===== src/rtl/vend_dispense_ctrl.sv =====
// Dispense controller: queues X/Y requests from the vending machine, drives the product
// motor and change hopper for fixed durations, and confirms each with a drop sensor under a timeout.
module vend_dispense_ctrl #(
    parameter int MOTOR_CYCLES   = 8,
    parameter int HOPPER_CYCLES  = 4,
    parameter int TIMEOUT_CYCLES = 32,
    parameter int FIFO_DEPTH     = 4
) (
    input  logic                          clk,
    input  logic                          reset,
    input  logic                          X,
    input  logic                          Y,
    input  logic                          product_sensor,
    input  logic                          coin_sensor,
    input  logic                          fault_clear,
    output logic                          motor_on,
    output logic                          hopper_on,
    output logic                          busy,
    output logic [$clog2(FIFO_DEPTH):0]   pending,
    output logic                          overflow,
    output logic                          fault,
    output logic [1:0]                    fault_code
);

    localparam int AW      = $clog2(FIFO_DEPTH);
    localparam int MAX_CYC = (MOTOR_CYCLES > HOPPER_CYCLES)
                           ? ((MOTOR_CYCLES > TIMEOUT_CYCLES) ? MOTOR_CYCLES : TIMEOUT_CYCLES)
                           : ((HOPPER_CYCLES > TIMEOUT_CYCLES) ? HOPPER_CYCLES : TIMEOUT_CYCLES);
    localparam int CW      = $clog2(MAX_CYC + 1);

    localparam logic [CW-1:0] MOTOR_LAST   = CW'(MOTOR_CYCLES - 1);
    localparam logic [CW-1:0] HOPPER_LAST  = CW'(HOPPER_CYCLES - 1);
    localparam logic [CW-1:0] TIMEOUT_LAST = CW'(TIMEOUT_CYCLES - 1);
    localparam logic [AW:0]   FULL_CNT     = (AW+1)'(FIFO_DEPTH);

    typedef enum logic [2:0] {
        S_IDLE,
        S_MOTOR,
        S_WAIT_DROP,
        S_HOPPER,
        S_WAIT_COIN,
        S_FAULT
    } state_t;

    state_t          state, state_n;
    logic [CW-1:0]   cnt, cnt_n;
    logic            drop_seen, drop_seen_n;
    logic            coin_seen, coin_seen_n;
    logic            chg_flag, chg_flag_n;
    logic [1:0]      code_n;

    logic            fifo_mem [FIFO_DEPTH];
    logic [AW-1:0]   wr_ptr, rd_ptr;
    logic            x_prev;
    logic            x_rise, full, push, pop;
    logic [AW:0]     count_n;

    // A request is the rising edge of X; x_prev resets high so a held X is not a request.
    assign x_rise = X & ~x_prev;
    assign full   = (pending == FULL_CNT);
    assign push   = x_rise & (~full | pop);

    always_comb begin
        case ({push, pop})
            2'b10:   count_n = pending + (AW+1)'(1);
            2'b01:   count_n = pending - (AW+1)'(1);
            default: count_n = pending;
        endcase
    end

    always_comb begin
        state_n     = state;
        cnt_n       = cnt;
        drop_seen_n = drop_seen;
        coin_seen_n = coin_seen;
        chg_flag_n  = chg_flag;
        code_n      = fault_code;
        pop         = 1'b0;
        case (state)
            S_IDLE: begin
                if (pending != '0) begin
                    pop         = 1'b1;
                    chg_flag_n  = fifo_mem[rd_ptr];
                    drop_seen_n = 1'b0;
                    coin_seen_n = 1'b0;
                    cnt_n       = '0;
                    state_n     = S_MOTOR;
                end
            end
            S_MOTOR: begin
                if (product_sensor) drop_seen_n = 1'b1;
                if (cnt == MOTOR_LAST) begin
                    cnt_n   = '0;
                    state_n = S_WAIT_DROP;
                end else begin
                    cnt_n = cnt + CW'(1);
                end
            end
            S_WAIT_DROP: begin
                if (drop_seen || product_sensor) begin
                    cnt_n   = '0;
                    state_n = chg_flag ? S_HOPPER : S_IDLE;
                end else if (cnt == TIMEOUT_LAST) begin
                    cnt_n   = '0;
                    code_n  = 2'b01;
                    state_n = S_FAULT;
                end else begin
                    cnt_n = cnt + CW'(1);
                end
            end
            S_HOPPER: begin
                if (coin_sensor) coin_seen_n = 1'b1;
                if (cnt == HOPPER_LAST) begin
                    cnt_n   = '0;
                    state_n = S_WAIT_COIN;
                end else begin
                    cnt_n = cnt + CW'(1);
                end
            end
            S_WAIT_COIN: begin
                if (coin_seen || coin_sensor) begin
                    cnt_n   = '0;
                    state_n = S_IDLE;
                end else if (cnt == TIMEOUT_LAST) begin
                    cnt_n   = '0;
                    code_n  = 2'b10;
                    state_n = S_FAULT;
                end else begin
                    cnt_n = cnt + CW'(1);
                end
            end
            S_FAULT: begin
                if (fault_clear) begin
                    code_n  = 2'b00;
                    state_n = S_IDLE;
                end
            end
            default: state_n = S_IDLE;
        endcase
    end

    always_ff @(posedge clk) begin
        if (reset) begin
            state      <= S_IDLE;
            cnt        <= '0;
            drop_seen  <= 1'b0;
            coin_seen  <= 1'b0;
            chg_flag   <= 1'b0;
            x_prev     <= 1'b1;
            wr_ptr     <= '0;
            rd_ptr     <= '0;
            pending    <= '0;
            overflow   <= 1'b0;
            motor_on   <= 1'b0;
            hopper_on  <= 1'b0;
            busy       <= 1'b0;
            fault      <= 1'b0;
            fault_code <= 2'b00;
        end else begin
            state      <= state_n;
            cnt        <= cnt_n;
            drop_seen  <= drop_seen_n;
            coin_seen  <= coin_seen_n;
            chg_flag   <= chg_flag_n;
            x_prev     <= X;
            if (push) wr_ptr <= wr_ptr + AW'(1);
            if (pop)  rd_ptr <= rd_ptr + AW'(1);
            pending    <= count_n;
            overflow   <= overflow | (x_rise & full & ~pop);
            // Outputs are registered from the next-state decode so they track the state register.
            motor_on   <= (state_n == S_MOTOR);
            hopper_on  <= (state_n == S_HOPPER);
            busy       <= (state_n != S_IDLE) || (count_n != '0);
            fault      <= (state_n == S_FAULT);
            fault_code <= code_n;
        end
    end

    always_ff @(posedge clk) begin
        if (push) fifo_mem[wr_ptr] <= Y;
    end

endmodule

===== config.mk =====
export PLATFORM = sky130hd
export DESIGN_NAME = vend_dispense_ctrl
export DESIGN_NICKNAME = d
export VERILOG_FILES = /design/src/rtl/vend_dispense_ctrl.sv
export SDC_FILE = /design/constraint.sdc
export NUM_CORES = 1
export LEC_CHECK = 0
export CAP_MARGIN = 20
export CORE_MARGIN = 5
export CORE_UTILIZATION = 45
export CTS_CLUSTER_SIZE = 14
export DETAILED_ROUTE_END_ITERATION = 8
export PLACE_DENSITY = 0.63
export REMOVE_ABC_BUFFERS = 1
export SLEW_MARGIN = 20
export SYNTH_ARGS = -nofsm -noshare
export SYNTH_HDL_FRONTEND = slang
export SYNTH_SLANG_ARGS = --single-unit

===== constraint.sdc =====
create_clock -name clk -period 3.37 [get_ports clk]
set_clock_uncertainty 0.2 [all_clocks]
set_input_delay 0.674 -clock clk [delete_from_list [all_inputs] [get_ports clk]]
set_output_delay 0.674 -clock clk [all_outputs]
set_load 0.005 [all_outputs]

# Word-level counts from Yosys, hierarchy flattened
# Memories as Yosys holds them, arrays and structs flattened. A register that Yosys moved wholly into a read port is not among the register bits.
# Cells that the tools add are included.
op_classes:
  addsub: 5
  n_mul: 0
  div_mod_pow: 0
  n_lt_le_gt_ge: 0
  n_eq_ne: 22
  n_shift: 0
  muxes: 32
  n_bitwise: 9
  reduce_logical: 16
ops:
  columns: ["operator", "n"]
  rows:
  - ["$mux W6", 6]
  - ["$pmux W6 S5", 1]
  - ["$mux W3", 7]
  - ["$pmux W3 S6", 1]
  - ["$ne A2 B2 Y1 const B", 8]
  - ["$eq A3 B3 Y1 const B", 4]
  - ["$mux W2", 6]
  - ["$reduce_bool A3 Y1", 4]
  - ["$eq A3 B2 Y1 const B", 3]
  - ["$mux W1", 7]
  - ["$add A6 B1 Y6 const B", 1]
  - ["$eq A3 B1 Y1 const B", 2]
  - ["$eq A6 B2 Y1 const B", 1]
  - ["$eq A6 B3 Y1 const B", 1]
  - ["$eq A6 B5 Y1 const B", 1]
  - ["$pmux W2 S3", 1]
  - ["$pmux W3 S2", 1]
  - ["$reduce_and A3 Y1", 2]
  - ["$reduce_and A6 Y1", 1]
  - ["$reduce_bool A5 Y1", 1]
  - ["$add A2 B1 Y2 const B", 2]
  - ["$and A1 B1 Y1", 4]
  - ["$pmux W1 S2", 2]
  - ["$reduce_and A2 Y1", 2]
  - ["9 further kinds", 15]
word_totals:
  reg_bits: 26
  latchBits: 0
  ramBits: 4
  mem_bits_ro: 0
  word_cells: 99
  memories: 1
mem_list:
  columns: ["memory", "depth", "word_bits", "read_ports", "rd_ports_with_merged_regs", "write_ports", "line", "source"]
  rows:
  - ["fifo_mem", 4, 1, 1, 1, 1, "52", "logic fifo_mem [FIFO_DEPTH];"]

# Logic depth before layout (Yosys ltp)
# Gate-level depths: netlist of run 1.
logic_depth:
  depth_word: 9
  mapped_depth: 11
  depth_no_buf: 10

# Least setup slack after synthesis of run 1
# Ideal clock, no wire load.
synth_path:
  path_type: "reg-to-reg"
  startpoint: "register state[1]"
  endpoint: "register busy"
  setup_time_ps: 125
  arrival_ps: 2386
  required_ps: 3045
  slack_ps: 659
  stages_incl_launch_ff: 11
  synth_period_minus_slack_ps: 2711
  cell_sequence: "dfxtp_1 or3_1 a311oi_2 inv_1 ha_1 inv_1 fa_1 xnor2_1 xnor2_1 a32oi_1 o41a_1"
synth_via:
  elab_chain_cells: 8
synth_rtl:
  columns: ["element", "line", "source"]
  rows:
  - ["start, declared", "45", "state_t state, state_n;"]
  - ["start signal, assigned", "160", "state <= state_n;"]
  - ["$logic_not A3 Y1", "79", "case (state)"]
  - ["$mux W1", "79", null]
  - ["$or A1 B1 Y1", "61", "assign push = x_rise & (~full | pop);"]
  - ["$and A1 B1 Y1", "61", null]
  - ["$eq A2 B1 Y1 / $eq A2 B2 Y1 (equally long branches)", "64", "case ({push, pop})"]
  - ["$pmux W3 S2", "64", null]
  - ["$reduce_bool A3 Y1", "173", "busy <= (state_n != S_IDLE) || (count_n != '0);"]
  - ["$logic_or A1 B1 Y1 (*)", "173", null]
  - ["end signal, assigned", "173", null]
  - ["end, declared", "18", "output logic busy,"]
# Mark *: on every way between the ends. The rest lies on a longest branch, timed or not.
# A chain may end at the register's enable or synchronous reset.

# Worst setup path after layout of run 1
layout_path:
  startpoint: "register pending[2]"
  endpoint: "register busy"
layout_via:
  elab_chain_cells: 9
layout_rtl:
  columns: ["element", "line", "source"]
  rows:
  - ["start, declared", "19", "output logic [$clog2(FIFO_DEPTH):0] pending,"]
  - ["start signal, assigned", "168", "pending <= count_n;"]
  - ["$reduce_bool A3 Y1", "81", "if (pending != '0) begin"]
  - ["$mux W1", "81", null]
  - ["$mux W1", "79", null]
  - ["$or A1 B1 Y1", "61", null]
  - ["$and A1 B1 Y1", "61", null]
  - ["$eq A2 B1 Y1 / $eq A2 B2 Y1 (equally long branches)", "64", null]
  - ["$pmux W3 S2", "64", null]
  - ["$reduce_bool A3 Y1", "173", null]
  - ["$logic_or A1 B1 Y1 (*)", "173", null]
# Marked as above.

==> results of run 1 <==
[state kept, by name, summed over array words and instances (netlist names), 2 cells and up]
register and flops:
cnt 6, fifo_mem 4, pending 3, state 3
fault_code 2, rd_ptr 2, wr_ptr 2
[kinds of logic (layout without fill, tap and decap cells)]
kind of cell    Yosys count  after routing  synth area share
simple gates             76             76             0.237
flops                    31             31             0.407
xor+xnor                  8              8            0.0432
fa+ha+maj                 7              7            0.0586
compound gates           39             39             0.178
mux                       3              3            0.0293
buf+inv                  20             44            0.0463
[routing by layer]
metal / GRT usage / part of all wire / up-vias
li1: - / - / 694
met1: 0.193 / 0.48 / 640
met2: 0.235 / 0.45 / 26
met3: 0.0531 / 0.059 / 2
met4: 0.0383 / 0.0044 / 0
met5: 0 / 0 / -
[synthesized netlist by cell type (2+ instances only)]
master                     count
sky130_fd_sc_hd__or3_1         2
sky130_fd_sc_hd__dfxtp_1      27
sky130_fd_sc_hd__nor3b_1       2
sky130_fd_sc_hd__nand2b_1      2
sky130_fd_sc_hd__clkbuf_1      5
sky130_fd_sc_hd__inv_1        14
sky130_fd_sc_hd__ha_1          6
sky130_fd_sc_hd__nor2_1       25
sky130_fd_sc_hd__edfxtp_1      4
sky130_fd_sc_hd__o311ai_0      2
sky130_fd_sc_hd__nor4b_1       2
sky130_fd_sc_hd__xnor2_1       5
sky130_fd_sc_hd__or2_2         2
sky130_fd_sc_hd__a21oi_1       8
sky130_fd_sc_hd__nand3_1       8
sky130_fd_sc_hd__nor2b_1       5
sky130_fd_sc_hd__a31oi_1       2
sky130_fd_sc_hd__o21ai_0       6
sky130_fd_sc_hd__xor2_1        3
sky130_fd_sc_hd__nor3_1        3
sky130_fd_sc_hd__and2_1        6
sky130_fd_sc_hd__a211oi_1      4
sky130_fd_sc_hd__o21bai_1      3
sky130_fd_sc_hd__nand2_1      14
sky130_fd_sc_hd__a32oi_1       3
[worst paths after layout]
kind                   start       end  slack [ns]  cells past startpoint
setup / recovery  pending[2]      busy        0.42                     10
hold / removal      chg_flag  chg_flag        0.29                      2
setup reg to reg  pending[2]      busy        0.42                     10
hold reg to reg     chg_flag  chg_flag        0.29                      2
[worst max-delay path, cell delays in order, from the launching register on]
cell and delay, ns:
sky130_fd_sc_hd__dfxtp_1 0.50, sky130_fd_sc_hd__or3_1 0.19, sky130_fd_sc_hd__nand3_1 0.18, sky130_fd_sc_hd__inv_1 0.24, sky130_fd_sc_hd__ha_1 0.23, sky130_fd_sc_hd__inv_1 0.06, sky130_fd_sc_hd__fa_1 0.38, sky130_fd_sc_hd__xnor2_1 0.27
sky130_fd_sc_hd__xnor2_1 0.16, sky130_fd_sc_hd__a32oi_1 0.12, sky130_fd_sc_hd__o41a_1 0.32
[through the flow]
step	util	area, um2	hold WS, ns
global placement	0.545	1860	0.270
global route	0.567	1940	0.307
detailed placement	0.545	1860	0.271
floorplan	-	1600	0.240
finish	0.567	1940	0.286
CTS	0.567	1940	0.287
[layout make-up]
class | instances | area (um2) | share of cell area
Tap cell | 46 | 57.6 | 0.0297
Sequential cell | 31 | 661 | 0.341
Inverter | 14 | 52.6 | 0.0271
Clock inverter | 3 | 38.8 | 0.0200
Multi-Input combinational cell | 133 | 886 | 0.457
Clock buffer | 5 | 37.5 | 0.0194
Timing Repair Buffer | 22 | 205 | 0.106
[power breakdown]
group | total [uW] | switching, uW | internal, uW
Sequential | 491 | 60.9 | 430
Clock | 278 | 125 | 153
Combinational | 476 | 256 | 220
==> impl_summary.log, run 1 <==
INFO  metric run_status = complete, no violations
INFO  metric worstSetupPathType = register to register
INFO  metric site_row_count = 21
INFO  metric final_hold_viol_count = 0
INFO  metric grt.total_usage = 0.149
INFO  metric maxSlewViolCount = 0
INFO  metric yosysUniqueCellTypes = 46
INFO  metric ys_async_sr_fraction = 0
INFO  metric hold_path.class = register to register
INFO  metric place_inst = around 250
INFO  metric critical_path.endpoint_type = register
INFO  metric ctsLongestPathBuffers = 2
INFO  metric drt_wl_total = 3450 um
INFO  metric first_global_vias = ~1,300
INFO  metric crit_required = roughly 3.4 ns
INFO  metric cts_tree = done
INFO  metric crit_arrival = roughly 3 ns
INFO  metric power_leakage = 0.000719 uW
INFO  metric die_height = 70.0 um
INFO  metric max_slew_margin = 0.584
INFO  metric synth_top_flop_cell = sky130_fd_sc_hd__dfxtp_1
INFO  metric final_antenna_net_count = 0
INFO  metric die_w = 70.0 um
INFO  metric design.final.nets = 221
INFO  metric antenna_found_initial = 0
INFO  metric floorplan.io_pins = 17
INFO  metric wl_per_cell = about 14 um
INFO  metric clock-root-buffer = sky130_fd_sc_hd__clkbuf_4
INFO  metric global_route_wire_length_before_repair = between 6000 and 7000 um
INFO  metric layout_common_cells = 27 x sky130_fd_sc_hd__dfxtp_1, 25 x sky130_fd_sc_hd__nor2_1, 16 x sky130_fd_sc_hd__clkdlybuf4s50_1
INFO  metric power.density = 642 nW/um2
INFO  metric cell_type_contributing_the_most_total_cell_area_after_synthesis = sky130_fd_sc_hd__dfxtp_1
INFO  metric first_iter_violations = 78
INFO  metric post-route-period-util = 0.877
INFO  metric yosys_register_bits = 31
INFO  metric pre_cts_ws = 0.230 ns
INFO  metric initial_utilization = 0.475
INFO  metric cp_max_fo = 7
INFO  metric cts_inserted_buffers = 5
INFO  metric num-fill-cells = 328
INFO  metric max_cap_viol_count = 0
INFO  metric detailed_place_hpwl = 2570 um
INFO  metric post-synth-top-area-fraction = 0.333
INFO  metric dr_total_vias = around 1,400
INFO  metric drt-pass1-iter-count = 4
INFO  metric most_common_cell_after_layout_fill_and_taps_aside = sky130_fd_sc_hd__dfxtp_1
INFO  metric cts_setup_buffers = 0
INFO  metric vdd.ir_drop.worst = 447 uV
INFO  metric drt-vias-per-instance = about 5.4
INFO  metric netlist_area = roughly 1600 um2
INFO  metric setup-violations-final = 0
INFO  metric synth-seq-area-share = 0.407
INFO  metric kind_of_start_point_of_the_critical_path = register
INFO  metric ctsResizeCount = 0
INFO  metric clock_latency_on_the_worst_skew_pair = between 0.3 and 0.4 ns
INFO  metric numClockSinks = 31
INFO  metric clock_tree.htree_level_count = 2
INFO  metric post_synth_main_area_contributors = sky130_fd_sc_hd__dfxtp_1 33%, sky130_fd_sc_hd__edfxtp_1 7.4%, sky130_fd_sc_hd__nor2_1 5.8%
INFO  metric power = approximately 1200 uW
INFO  metric setup_repair_after_global_routing_missed_its_margin = false
INFO  metric final_layout_size_suffix_gt1_frac = 0.106
INFO  metric mean_instance_size_in_the_synthesized_netlist = ~8.8 um2
INFO  metric post_layout_nonfiller_instances = 254
INFO  metric worst_slew_pin_slew = between 0.6 and 0.7 ns
INFO  metric max_freq = roughly 0.34 GHz
INFO  metric maximum_number_of_pins_on_one_net_before_global_route_repair = 14
INFO  metric clkTransAtPathRegs = ~0.10 ns
INFO  metric numPortBuffers = 16
INFO  metric num_antenna_cells = 0
INFO  metric synth_enable_flop_cells = 4
INFO  metric tns = 0 ns
INFO  metric core-area = ~3400 um2
INFO  metric postLayoutSetupSlackWorst = 0.416 ns
INFO  metric post-route-drc-count = 0
INFO  metric area_enclosed_by_the_die_boundary = 4900 um2
INFO  metric cts_hold_repair.buffers = 0
INFO  metric routabilityCongestion = between 0.8 and 0.9
INFO  metric synth_warnings = 0
INFO  metric syn-instance-count = about 180
INFO  metric flow.area_growth_from_synthesis = 19.5%
INFO  metric finalCriticalPeriod = ~3.0 ns
INFO  metric grt_overflow_total = 0
Power figures use the tool's default switching activity.
==> inputs of run 2 (changes only) <==
==> constraint.sdc (replaced) <==
create_clock -name clk -period 3.37 [get_ports clk]
set_clock_uncertainty 0.2 [all_clocks]
set_input_delay 0.5055 -clock clk [delete_from_list [all_inputs] [get_ports clk]]
set_output_delay 0.5055 -clock clk [all_outputs]
set_load 0.005 [all_outputs]
==> impl_summary.log, run 2 (synthesis gave the netlist of run 1 again) <==
INFO  metric multiInputGateArea = 886 um2 (unchanged)
INFO  metric regMostFlops = cnt
INFO  metric setup_repair_after_global_routing_missed_its_margin = false
INFO  metric routabilityCongestion = 0.827 (-2.8%)
INFO  metric power = 1230 uW (-0.94%)
INFO  metric critical_path.n_buffers_inverters = 2 (unchanged)
INFO  metric floorplan.io_pins = 17 (unchanged)
INFO  metric numClockSinks = 31 (unchanged)
INFO  metric first_global_vias = 1,245 (-6.5%)
INFO  metric critical_path.endpoint_type = register
INFO  metric critical_path.cell_chain = or3_1 -> nand3_1 -> inv_1 -> ha_1 -> inv_1 -> fa_1 -> xnor2_1 -> xnor2_1 -> a32oi_1 -> o41a_1
INFO  metric post-route-drc-count = 0 (unchanged)
INFO  metric die_height = 70.0 um (unchanged)
INFO  metric wl_per_cell = 13.5 um (-0.82%)
INFO  metric worst_path_dominant_cell_family = adder cells
INFO  metric cts_setup_buffers = 0 (unchanged)
INFO  metric maximum_number_of_pins_on_one_net_before_global_route_repair = 15 (+1)
INFO  metric sequential_cell_area = 661 um2 (unchanged)
INFO  metric flow.area_growth_from_synthesis = 18.6%
INFO  metric drt-pass1-iter-count = 4 (unchanged)
INFO  metric final_hold_viol_count = 0 (unchanged)
INFO  metric cts_hold_repair.buffers = 0 (unchanged)
INFO  metric num-fill-cells = 318 (-3.0%)
INFO  metric num_antenna_cells = 0 (unchanged)
INFO  metric tns = 0 ns (unchanged)
INFO  metric numPortBuffers = 16 (unchanged)
INFO  metric site_row_count = 21 (unchanged)
INFO  metric cts_inserted_buffers = 5 (unchanged)
INFO  metric clock_tree.htree_level_count = 2 (unchanged)
INFO  metric kind_of_start_point_of_the_critical_path = register
INFO  metric vdd.ir_drop.worst = 494 uV (+10%)
INFO  metric die_w = 70.0 um (unchanged)
INFO  metric final_layout_size_suffix_gt1_frac = 0.0971 (-0.00868)
INFO  metric ctsLongestPathBuffers = 2 (unchanged)
INFO  metric worst_slew_pin_slew = 0.681 ns (+0.0647 ns)
INFO  metric antenna_found_initial = 0 (unchanged)
INFO  metric largest_registers = cnt (6), fifo_mem (4)
INFO  metric worstSetupPathType = register to register
INFO  metric core-area = 3420 um2 (unchanged)
INFO  metric crit_required = 3.41 ns (+0.02 ns)
INFO  metric clock_latency_on_the_worst_skew_pair = 0.34 ns (+0.02 ns)
INFO  metric detailed_place_hpwl = 2490 um (-2.9%)
INFO  metric max_freq = 0.348 GHz (+2.7%)
INFO  metric drt_wl_total = 3390 um (-1.6%)
INFO  metric post-route-period-util = 0.854 (-0.0230)
INFO  metric global_route_wire_length_before_repair = 5760 um (-4.0%)
INFO  metric first_iter_violations = 112 (+44%)
INFO  metric setup.reg_to_reg.worst_slack = 0.49 ns (+0.08 ns)
INFO  metric clkTransAtPathRegs = 0.10 ns (about the same)
INFO  metric critical-path-max-stage-delay = 0.50 ns (about the same)
INFO  metric area_enclosed_by_the_die_boundary = 4900 um2 (unchanged)
INFO  metric ctsResizeCount = 0 (unchanged)
INFO  metric clock-root-buffer = sky130_fd_sc_hd__clkbuf_4
INFO  metric dr_total_vias = 1,371 (+0.66%)
INFO  metric crit_slowest_cell = sky130_fd_sc_hd__dfxtp_1
INFO  metric hold_path.class = register to register
INFO  metric initial_utilization = 0.475 (unchanged)
INFO  metric cts_tree = done
INFO  metric power.density = 641 nW/um2 (-0.17%)
INFO  metric finalCriticalPeriod = 2.88 ns (-0.0776 ns)
INFO  metric final_antenna_net_count = 0 (unchanged)
INFO  metric run_status = complete, no violations
INFO  metric power_leakage = 0.000708 uW (-1.4%)
INFO  metric layout_common_cells = 27 x sky130_fd_sc_hd__dfxtp_1, 25 x sky130_fd_sc_hd__nor2_1, 16 x sky130_fd_sc_hd__clkdlybuf4s50_1
INFO  metric most_common_cell_after_layout_fill_and_taps_aside = sky130_fd_sc_hd__dfxtp_1
INFO  metric design.final.nets = 219 (-0.90%)
INFO  metric setup-violations-final = 0 (unchanged)
INFO  metric grt_overflow_total = 0 (unchanged)
INFO  metric largest_register_ff_count = 6 (unchanged)
INFO  metric crit_arrival = 2.91 ns (-0.06 ns)
INFO  metric max_slew_margin = 0.541 (-0.0427)
INFO  metric grt.total_usage = 0.146 (-0.00341)
INFO  metric maxSlewViolCount = 0 (unchanged)
INFO  metric drt-vias-per-instance = 5.44 (+1.5%)
INFO  metric max_cap_viol_count = 0 (unchanged)
INFO  metric cp_max_fo = 7 (unchanged)
## run 2: cell count changes in the layout (fill, tap and decap cells not counted), sizes merged
cell and delta:
buf -2
## run 2: cell type report
cell class	instances	area share
Clock inverter	3	0.0202
Sequential cell	31	0.344
Inverter	14	0.0273
Timing Repair Buffer	20	0.0989
Multi-Input combinational cell	133	0.461
Tap cell	46	0.0299
Clock buffer	5	0.0195
## run 2: through the flow
step	std cells	hold slack, ns	instance area, um2	util	setup WS [ns]
after CTS	252	0.291	1920	0.563	0.470
after floorplan	178	0.240	1600	-	0.556
after global placement	244	0.272	1850	0.541	0.539
after detailed placement	244	0.264	1850	0.541	0.402
after global routing	252	0.320	1920	0.563	0.241
final	252	0.291	1920	0.563	0.494
## run 2: path summary, 6_finish.rpt
check | to | start | depth (start not counted)
worst min register to register | chg_flag | chg_flag | 2
worst max-delay path | busy | pending[2] | 10
worst min-delay path | chg_flag | chg_flag | 2
worst max register to register | busy | pending[2] | 10
## run 2: metal layers
metal	up-vias	global-route usage	part of all wire
li1	689	-	-
met1	633	0.200	0.49
met2	45	0.212	0.43
met3	4	0.0488	0.065
met4	0	0.0511	0.012
met5	-	0	0
## run 2: tightest hold or removal path, delay by kind of cell, from the launching register on
family	cells	cell delay [ns]
AND/OR/NAND/NOR	1	0.06
AO/OA/AOI/OAI	1	0.05
flip-flops	1	0.34
## run 2: power by group
| part | internal (uW) | switching [uW] |
|---|---|---|
| registers | 430 | 70.7 |
| clock network | 152 | 131 |
| logic | 207 | 242 |
| total | 789 | 444 |
==> inputs of run 3 (changes only) <==
- CORE_UTILIZATION: 45 -> 25
- PLACE_DENSITY: 0.63 -> 0.52
==> impl_summary.log, run 3 (synthesis gave the netlist of run 1 again) <==
INFO  metric run_status = complete, no violations
INFO  metric flow.area_growth_from_synthesis = 22.4%
INFO  metric kind_of_start_point_of_the_critical_path = register
INFO  metric largest_register_ff_count = 6 (unchanged)
INFO  metric setup-violations-final = 0 (unchanged)
INFO  metric clock_tree.htree_level_count = 2 (unchanged)
INFO  metric ctsResizeCount = 0 (unchanged)
INFO  metric drt_wl_total = 3440 um (+1.5%)
INFO  metric wl_per_cell = 12.1 um (-9.9%)
INFO  metric largest_registers = cnt (6), fifo_mem (4)
INFO  metric first_global_vias = 1,268 (+1.8%)
INFO  metric maximum_number_of_pins_on_one_net_before_global_route_repair = 23 (+8)
INFO  metric critical_path.endpoint_type = register
INFO  metric initial_utilization = 0.257 (-0.218)
INFO  metric cts_hold_repair.buffers = 0 (unchanged)
INFO  metric numPortBuffers = 16 (unchanged)
INFO  metric power_leakage = 0.000719 uW (+1.5%)
INFO  metric post-route-period-util = 0.825 (-0.0284)
INFO  metric area_enclosed_by_the_die_boundary = 8200 um2 (+67%)
INFO  metric multiInputGateArea = 886 um2 (unchanged)
INFO  metric max_cap_viol_count = 0 (unchanged)
INFO  metric regMostFlops = cnt
INFO  metric final_layout_size_suffix_gt1_frac = 0.101 (+0.00436)
INFO  metric cts_inserted_buffers = 5 (unchanged)
INFO  metric setup_repair_after_global_routing_missed_its_margin = false
INFO  metric pre_cts_ws = 0.479 ns (+0.0773 ns)
INFO  metric clock_latency_on_the_worst_skew_pair = 0.28 ns (-0.06 ns)
INFO  metric grt.total_usage = 0.0868 (-0.0588)
INFO  metric crit_arrival = 2.75 ns (-0.16 ns)
INFO  metric crit_required = 3.34 ns (-0.07 ns)
INFO  metric floorplan.io_pins = 17 (unchanged)
INFO  metric die_w = 90.5 um (+29%)
INFO  metric clock-root-buffer = sky130_fd_sc_hd__clkbuf_8
INFO  metric final_antenna_net_count = 0 (unchanged)
INFO  metric num-fill-cells = 672 (+110%)
INFO  metric dr_total_vias = 1,311 (-4.4%)
INFO  metric max_slew_margin = 0.559 (+0.0180)
INFO  metric post-route-drc-count = 0 (unchanged)
INFO  metric numClockSinks = 31 (unchanged)
INFO  metric power.density = 628 nW/um2 (-2.0%)
INFO  metric sequential_cell_area = 661 um2 (unchanged)
INFO  metric ctsLongestPathBuffers = 2 (unchanged)
INFO  metric max_freq = 0.360 GHz (+3.4%)
INFO  metric vdd.ir_drop.worst = 342 uV (-31%)
INFO  metric core-area = 6310 um2 (+85%)
INFO  metric global_route_wire_length_before_repair = 5830 um (+1.2%)
INFO  metric postLayoutSetupSlackWorst = 0.589 ns (+0.0957 ns)
INFO  metric design.final.nets = 220 (+0.46%)
INFO  metric cp_max_fo = 14 (+7)
INFO  metric tns = 0 ns (unchanged)
INFO  metric maxSlewViolCount = 0 (unchanged)
INFO  metric cts_setup_buffers = 0 (unchanged)
INFO  metric final_hold_viol_count = 0 (unchanged)
INFO  metric antenna_found_initial = 0 (unchanged)
INFO  metric detailed_place_hpwl = 2520 um (+1.3%)
INFO  metric drt-vias-per-instance = 4.62 (-15%)
INFO  metric clkTransAtPathRegs = 0.07 ns (-0.03 ns)
INFO  metric cts_tree = done
INFO  metric worst_slew_pin_slew = 0.655 ns (-0.0268 ns)
INFO  metric first_iter_violations = 86 (-23%)
INFO  metric num_antenna_cells = 0 (unchanged)
INFO  metric die_height = 90.5 um (+29%)
INFO  metric grt_overflow_total = 0 (unchanged)
INFO  metric site_row_count = 29 (+38%)
INFO  metric drt-pass1-iter-count = 4 (unchanged)
INFO  metric hold_path.class = register to register
INFO  metric routabilityCongestion = 0.744 (-10%)
INFO  metric worstSetupPathType = register to register
INFO  metric finalCriticalPeriod = 2.78 ns (-0.0957 ns)
INFO  metric layout_common_cells = 27 x sky130_fd_sc_hd__dfxtp_1, 25 x sky130_fd_sc_hd__nor2_1, 16 x sky130_fd_sc_hd__clkdlybuf4s50_1
INFO  metric most_common_cell_after_layout_fill_and_taps_aside = sky130_fd_sc_hd__dfxtp_1
-- run 3: cell type report --
| class | instances | share of cell area |
|---|---|---|
| well taps | 77 | 0.0485 |
| repair buffers | 21 | 0.0996 |
| clock buffers | 7 | 0.0435 |
| inverters | 14 | 0.0265 |
| multi-input cells | 133 | 0.446 |
| flip-flops and latches | 31 | 0.333 |
| clock inverters | 1 | 0.00252 |
-- run 3: worst max-delay path, cell delays in order, from the launching register on --
cell,delay [ns]
sky130_fd_sc_hd__dfxtp_1,0.43
sky130_fd_sc_hd__nor2_1,0.20
sky130_fd_sc_hd__nand3_1,0.19
sky130_fd_sc_hd__inv_1,0.20
sky130_fd_sc_hd__ha_1,0.22
sky130_fd_sc_hd__inv_1,0.06
sky130_fd_sc_hd__fa_1,0.37
sky130_fd_sc_hd__xnor2_1,0.22
sky130_fd_sc_hd__xnor2_1,0.14
sky130_fd_sc_hd__a32oi_1,0.12
sky130_fd_sc_hd__o41a_1,0.31
-- run 3: final timing paths --
check / from / endpoint / slack (ns) / cells after the start
min: overflow / overflow / 0.27 / 2
max: state[0] / busy / 0.59 / 10
max reg2reg: state[0] / busy / 0.59 / 10
min reg2reg: overflow / overflow / 0.27 / 2
-- run 3: routing by layer --
| metal | GRT usage | up-vias | part of all wire |
|---|---|---|---|
| li1 | - | 689 | - |
| met1 | 0.114 | 599 | 0.49 |
| met2 | 0.132 | 19 | 0.45 |
| met3 | 0.0267 | 4 | 0.048 |
| met4 | 0.0335 | 0 | 0.0073 |
| met5 | 0 | - | 0 |
-- run 3: power breakdown --
group          internal, uW  switching (uW)
sequential              430            57.4
clock                   164             135
combinational           214             245
-- run 3: metrics by stage --
stage	area, um2	hold WS (ns)	std cells	utilization	power (uW)
after floorplan	1600	0.240	178	-	807
after global placement	1890	0.270	276	0.300	959
after detailed placement	1890	0.269	276	0.300	959
after CTS	1980	0.284	284	0.314	1270
after global routing	1980	0.322	284	0.314	1350
final	1980	0.271	284	0.314	1250
